--- src/rtl/pipeline_pkg.sv ---
// Shared pipeline constants: operand timing encodings, multiply/divide
// latencies, and the md-class opcode/funct values decode uses for D_is_md.
package pipeline_pkg;

  // Width of the Tuse/Tnew fields carried down the pipeline.
  localparam int T_W = 2;

  // A Tuse of all ones marks an operand the instruction does not read.
  localparam logic [T_W-1:0] TUSE_NONE = 2'b11;

  // Default busy windows of the multiply/divide unit.
  localparam int MULT_CYCLES_DEF = 5;
  localparam int DIV_CYCLES_DEF  = 10;

  // All md-class instructions are R-type and live under SPECIAL.
  localparam logic [5:0] OP_SPECIAL = 6'h00;

  typedef enum logic [5:0] {
    FUNCT_MFHI  = 6'h10,
    FUNCT_MTHI  = 6'h11,
    FUNCT_MFLO  = 6'h12,
    FUNCT_MTLO  = 6'h13,
    FUNCT_MULT  = 6'h18,
    FUNCT_MULTU = 6'h19,
    FUNCT_DIV   = 6'h1a,
    FUNCT_DIVU  = 6'h1b
  } md_funct_e;

  // True for any instruction that touches HI/LO or starts the md unit.
  function automatic logic is_md_class(input logic [5:0] opcode,
                                       input logic [5:0] funct);
    logic hit;
    hit = 1'b0;
    if (opcode == OP_SPECIAL) begin
      case (funct)
        FUNCT_MFHI, FUNCT_MTHI, FUNCT_MFLO, FUNCT_MTLO,
        FUNCT_MULT, FUNCT_MULTU, FUNCT_DIV, FUNCT_DIVU: hit = 1'b1;
        default: hit = 1'b0;
      endcase
    end
    return hit;
  endfunction

endpackage

--- src/rtl/md_busy_tracker.sv ---
// Tracks the occupancy window of the multiply/divide unit. A start loads the
// full latency; the counter then drains one per cycle. A start during an
// active window reloads rather than accumulating.
module md_busy_tracker #(
  parameter int MULT_CYCLES = 5,
  parameter int DIV_CYCLES  = 10,
  parameter int CNT_W       = 4
) (
  input  logic clk,
  input  logic reset,
  input  logic md_start,
  input  logic md_is_div,
  output logic md_busy
);

  logic [CNT_W-1:0] cnt_q;
  logic [CNT_W-1:0] cnt_d;

  // Next count: load on start, otherwise drain toward zero.
  always_comb begin
    // NOTE: default assignment first so every path assigns cnt_d and no latch is inferred.
    cnt_d = cnt_q;
    if (md_start) begin
      cnt_d = md_is_div ? CNT_W'(DIV_CYCLES) : CNT_W'(MULT_CYCLES);
    end else if (cnt_q != '0) begin
      cnt_d = cnt_q - 1'b1;
    end
  end

  // Counter register; synchronous reset aborts any window in progress.
  always_ff @(posedge clk) begin
    // NOTE: non-blocking assignment so every flop samples pre-edge values.
    if (reset) cnt_q <= '0;
    else       cnt_q <= cnt_d;
  end

  // While reset is high the stale count is ignored; only a live start shows.
  assign md_busy = md_start || (!reset && (cnt_q != '0));

endmodule

--- src/rtl/stall_controller.sv ---
// Hazard and stall sequencer for the five-stage pipeline. Compares D-stage
// source operands against in-flight E/M destinations using Tuse/Tnew, adds
// the multiply/divide busy hazard, and freezes PC/IF-ID while injecting a
// bubble into E. Also keeps a saturating stalled-cycle counter.
module stall_controller
  import pipeline_pkg::*;
#(
  parameter int MULT_CYCLES = MULT_CYCLES_DEF,
  parameter int DIV_CYCLES  = DIV_CYCLES_DEF,
  parameter int CNT_W       = 4
) (
  input  logic        clk,
  input  logic        reset,
  input  logic [4:0]  D_rs,
  input  logic [4:0]  D_rt,
  input  logic [1:0]  D_tuse_rs,
  input  logic [1:0]  D_tuse_rt,
  input  logic        D_is_md,
  input  logic [4:0]  E_dst,
  input  logic [4:0]  M_dst,
  input  logic [1:0]  E_tnew,
  input  logic [1:0]  M_tnew,
  input  logic        E_md_start,
  input  logic        E_md_is_div,
  output logic        pc_en,
  output logic        D_reg_en,
  output logic        E_nop_n,
  output logic        md_busy,
  output logic [31:0] stall_cycles
);

  logic        hz_rs;
  logic        hz_rt;
  logic        hz_md;
  logic        stall;
  logic [31:0] stall_cycles_q;
  logic [31:0] stall_cycles_d;

  // An operand hazards when it is read sooner than a matching producer can forward it.
  function automatic logic src_hazard(input logic [4:0]     src,
                                      input logic [T_W-1:0] tuse,
                                      input logic [4:0]     e_dst,
                                      input logic [T_W-1:0] e_tnew,
                                      input logic [4:0]     m_dst,
                                      input logic [T_W-1:0] m_tnew);
    return (tuse != TUSE_NONE) && (src != 5'd0) &&
           (((src == e_dst) && (tuse < e_tnew)) ||
            ((src == m_dst) && (tuse < m_tnew)));
  endfunction

  md_busy_tracker #(
    .MULT_CYCLES (MULT_CYCLES),
    .DIV_CYCLES  (DIV_CYCLES),
    .CNT_W       (CNT_W)
  ) u_md_busy (
    .clk       (clk),
    .reset     (reset),
    .md_start  (E_md_start),
    .md_is_div (E_md_is_div),
    .md_busy   (md_busy)
  );

  // Same-cycle hazard detection; reset suppresses any stall.
  always_comb begin
    hz_rs = src_hazard(D_rs, D_tuse_rs, E_dst, E_tnew, M_dst, M_tnew);
    hz_rt = src_hazard(D_rt, D_tuse_rt, E_dst, E_tnew, M_dst, M_tnew);
    hz_md = D_is_md && md_busy;
    stall = !reset && (hz_rs || hz_rt || hz_md);
  end

  assign pc_en    = !stall;
  assign D_reg_en = !stall;
  assign E_nop_n  = !stall;

  // Next stalled-cycle count, saturating at all ones.
  always_comb begin
    stall_cycles_d = stall_cycles_q;
    if (stall && (stall_cycles_q != 32'hFFFF_FFFF)) begin
      stall_cycles_d = stall_cycles_q + 32'd1;
    end
  end

  // Performance counter register with synchronous reset.
  always_ff @(posedge clk) begin
    if (reset) stall_cycles_q <= '0;
    else       stall_cycles_q <= stall_cycles_d;
  end

  assign stall_cycles = stall_cycles_q;

endmodule

--- config.mk ---
export PLATFORM = sky130hd
export DESIGN_NAME = stall_controller
export DESIGN_NICKNAME = d
export VERILOG_FILES = /design/src/rtl/pipeline_pkg.sv /design/src/rtl/md_busy_tracker.sv /design/src/rtl/stall_controller.sv
export SDC_FILE = /design/constraint.sdc
export NUM_CORES = 1
export LEC_CHECK = 0
export ABC_AREA = 1
export CAP_MARGIN = 20
export CORE_ASPECT_RATIO = 1.4
export CORE_MARGIN = 2
export CORE_UTILIZATION = 45
export CTS_CLUSTER_DIAMETER = 30
export CTS_CLUSTER_SIZE = 10
export DETAILED_ROUTE_END_ITERATION = 10
export PLACE_DENSITY = 0.76
export SETUP_SLACK_MARGIN = 0.02
export SLEW_MARGIN = 0
export SYNTH_ARGS = -nofsm -noshare
export SYNTH_HDL_FRONTEND = slang
export SYNTH_SLANG_ARGS = --single-unit
--- constraint.sdc ---
create_clock -name clk -period 1.8 [get_ports clk]
set_input_delay 0.27 -clock clk [delete_from_list [all_inputs] [get_ports clk]]
set_output_delay 0.27 -clock clk [all_outputs]
set_load 0.1 [all_outputs]
==> summary.txt <==
Required @ worst endpoint = 1.53 ns
GRT Total Usage = 0.239
Post-Route WL = 8.05 mm
Syn Area/Cell = 5.67 um^2
initial antenna violation count = 0
WP data arrival = 1.74 ns
post-synth cell types = 30
final worst-path setup slack = -0.213 ns
routed len/inst = 12.4 um
H-tree depth = 2
die footprint = 6830 um^2
routed vias = 3,370
Final #Nets = 619
largest net degree at the start of global routing = 17
gpl congestion = 0.881
DRC Markers = 0
TritonCTS Buffers = 5
outcome = finished with violations
Critical Path Max Stage Delay = 0.53 ns
CTS tree = built
Post-Layout Cell Count = 651
Final Critical Period = 2.01 ns
crit end category = output port
ant diodes = 0
DIE HEIGHT = 97.0 um
# IOs = 69
Slowest-stage cell, CP = clkdlybuf4s50_1
drt initial violations = 193
GR Overflow Total = 0
dpl cells = 635
Max Slew Vio Count = 0
Maximum Capacitance Violations = 0
dpl ws = -0.546 ns
Clock Pin Slew Worst Setup and Hold Paths = 0.07 ns
Tightest Pin Transition = 0.478 ns
unrepaired setup endpoints after global routing = yes
period utilization = 1.12
vias in the first global route = 3,250
Post-Synthesis Cells = 490
final setup vio count = 28
syn_nets = 529
remaining antenna violation count = 0
most frequent CP cell = nand2_1
via/cell ratio = 5.18
area of the mapped netlist = 2780 um^2
Worst Skew = 0.0118 ns
dpl hpwl = 6.10 mm
core area = 5900 um^2
WS Path Type = input port to output port
CTS max path bufs = 2
Synth Register Bits = 36
crit-path cells = clkdlybuf4s50_1 > inv_1 > nand2_1 > nand2_1 > inv_1 > nand2_1 > nor2_2 > nand2_1 > nand2_1 > nand2_2 > nand3_4 > nand2_8 > buf_12
worst min-delay path category = register to register
max frequency = 497 MHz
Hold Violations, Final = 0
global-route wire length before repair = 13.6 mm
crit start category = input port
Initial Util = 0.470
storage element area = 813 um^2
register area share after synthesis = 0.259
Sink Count = 36
Root Driver = clkbuf_8
maximum vdd drop = 465 uV
violated checks = setup timing
warnings from Yosys = 0
Area growth syn-to-layout = 54.7%
fraction of layout cells with a size suffix above 1 = 0.289
Filler cells = 491
quantity of hold-fixing buffers added after cts = 0
FP Rows = 33
Pre-antenna DRT Iters = 4
PwrDens = 484 nW/um^2
Chip Width = 70.4 um
I/O Buffers = 68
Worst-Skew Late Latency = 0.29 ns
slew margin rel. = 0.678
footprint of the multi-input gates = 1900 um^2
CP max FO = 4
Lkg Pwr = 2.09 nW
-- cells in the mapped netlist --
cell type  instances  area, um^2
o21ai_0            9        45.0
and3_1             1        6.26
o21bai_1           2        15.0
nor4_1             1        6.26
clkinv_4           1        8.76
a21boi_0           3        22.5
xor2_1             3        26.3
a21oi_1           21         105
nand2_1          149         559
buf_6              1        11.3
nand4_1           11        68.8
nand3_1           48         240
clkinv_1           1        3.75
dfxtp_1           36         721
nand3_2            1        10.0
inv_2              7        26.3
nand3b_1           1        7.51
nand4_4            1        21.3
nor3_1            11        55.1
nor2_2             5        31.3
nand2_2            1        6.26
buf_2              9        45.0
nand2_4            1        11.3
nor2_4             2        22.5
nor3_2             3        30.0
nor2_1            78         293
inv_1             74         278
ha_1               6        75.1
buf_4              2        15.0
nand3b_2           1        11.3
-- critical path, delay by kind of cell --
family	cells	cell delay (ns)
simple gates	9	0.65
buf+inv	4	0.81
-- per-layer routing --
layer  global-route usage  wire [um]
met5                    0          0
met4                0.107        302
met3               0.0354        396
met2                0.452       4270
met1                0.252       3090
-- where the power goes --
group / total, mW / switching [mW] / leakage (nW) / internal (mW)
clock network: 0.620 / 0.307 / 0.0488 / 0.313
logic: 0.643 / 0.358 / 1.72 / 0.285
registers: 0.816 / 0.0245 / 0.314 / 0.792
total: 2.08 / 0.690 / 2.09 / 1.39
-- what timing repair did --
item / CTS / global route
pin swaps: 17 / 14
cloned: 1 / 1
endpoints found under the setup margin: 36 / 36
buffers inserted: 3 / 3
resized for setup: 17 / 31
-- cell usage in the layout (no fill, tap or decap), types with 2 or more instances in the layout --
cell and count:
nand2_1 143, inv_1 68, nor2_1 63, nand3_1 46
buf_4 41, dfxtp_4 20, a21oi_1 19, buf_12 18
nor2_2 15, dlymetal6s2s_1 14, dfxtp_2 14, inv_2 13
clkdlybuf4s50_1 13, nand4_1 11, o21ai_0 7, nor2_4 7
nor3_2 6, nor3_1 6, clkbuf_8 6, nand2_2 4
ha_1 4, dlygate4sd2_1 4, nand2_8 3, xor2_1 3
o21ai_1 2, o21bai_1 2, a21boi_2 2, nand3_2 2
nor3_4 2, clkinv_8 2, ha_4 2, buf_6 2
dfxtp_1 2
-- per-stage QoR --
| step | util | instance area [um^2] | hold WS, ns | setup TNS [ns] | total power [mW] |
|---|---|---|---|---|---|
| 6_report | 0.728 | 4300 | 0.494 | -1.48 | 2.08 |
| 2_1_floorplan | - | 3070 | 0.332 | -1.98 | 1.18 |
| 3_5_place_dp | 0.679 | 4010 | 0.480 | -17.18 | 1.42 |
| 4_1_cts | 0.708 | 4180 | 0.486 | -3.72 | 2.08 |
| 5_1_grt | 0.728 | 4300 | 0.508 | -5.52 | 2.18 |
| 3_3_place_gp | 0.679 | 4010 | 0.473 | -15.69 | 1.41 |
-- cell type report --
class                   count  share of cell area
repair buffers             94               0.249
repair inverters            1             0.00378
inverters                  83              0.0754
well taps                  70              0.0204
multi-input cells         359               0.441
clock inverters             1             0.00146
clock buffers               7              0.0201
flip-flops and latches     36               0.189
-- cell families (layout without fill, tap and decap cells) --
logic type / after synthesis / in the layout / synth area share
simple gates: 315 / 315 / 0.497
buf+inv: 95 / 186 / 0.140
flops: 36 / 36 / 0.259
compound gates: 35 / 35 / 0.0676
fa+ha+maj: 6 / 6 / 0.0270
xor+xnor: 3 / 3 / 0.00946
-- sequential cells by signal (all words and copies together), names as in the netlist --
register         count
stall_cycles        32
u_md_busy.cnt_q      4
-- path summary, 6_finish.rpt --
path | from | to | slack [ns] | depth (start not counted)
worst max-delay path | E_dst[0] | E_nop_n | -0.21 | 13
worst min-delay path | u_md_busy.cnt_q[0] | u_md_busy.cnt_q[0] | 0.49 | 2
worst max register to register | u_md_busy.cnt_q[0] | stall_cycles[26] | -0.05 | 16
worst min register to register | u_md_busy.cnt_q[0] | u_md_busy.cnt_q[0] | 0.49 | 2
(Power assumes the default switching activity.)
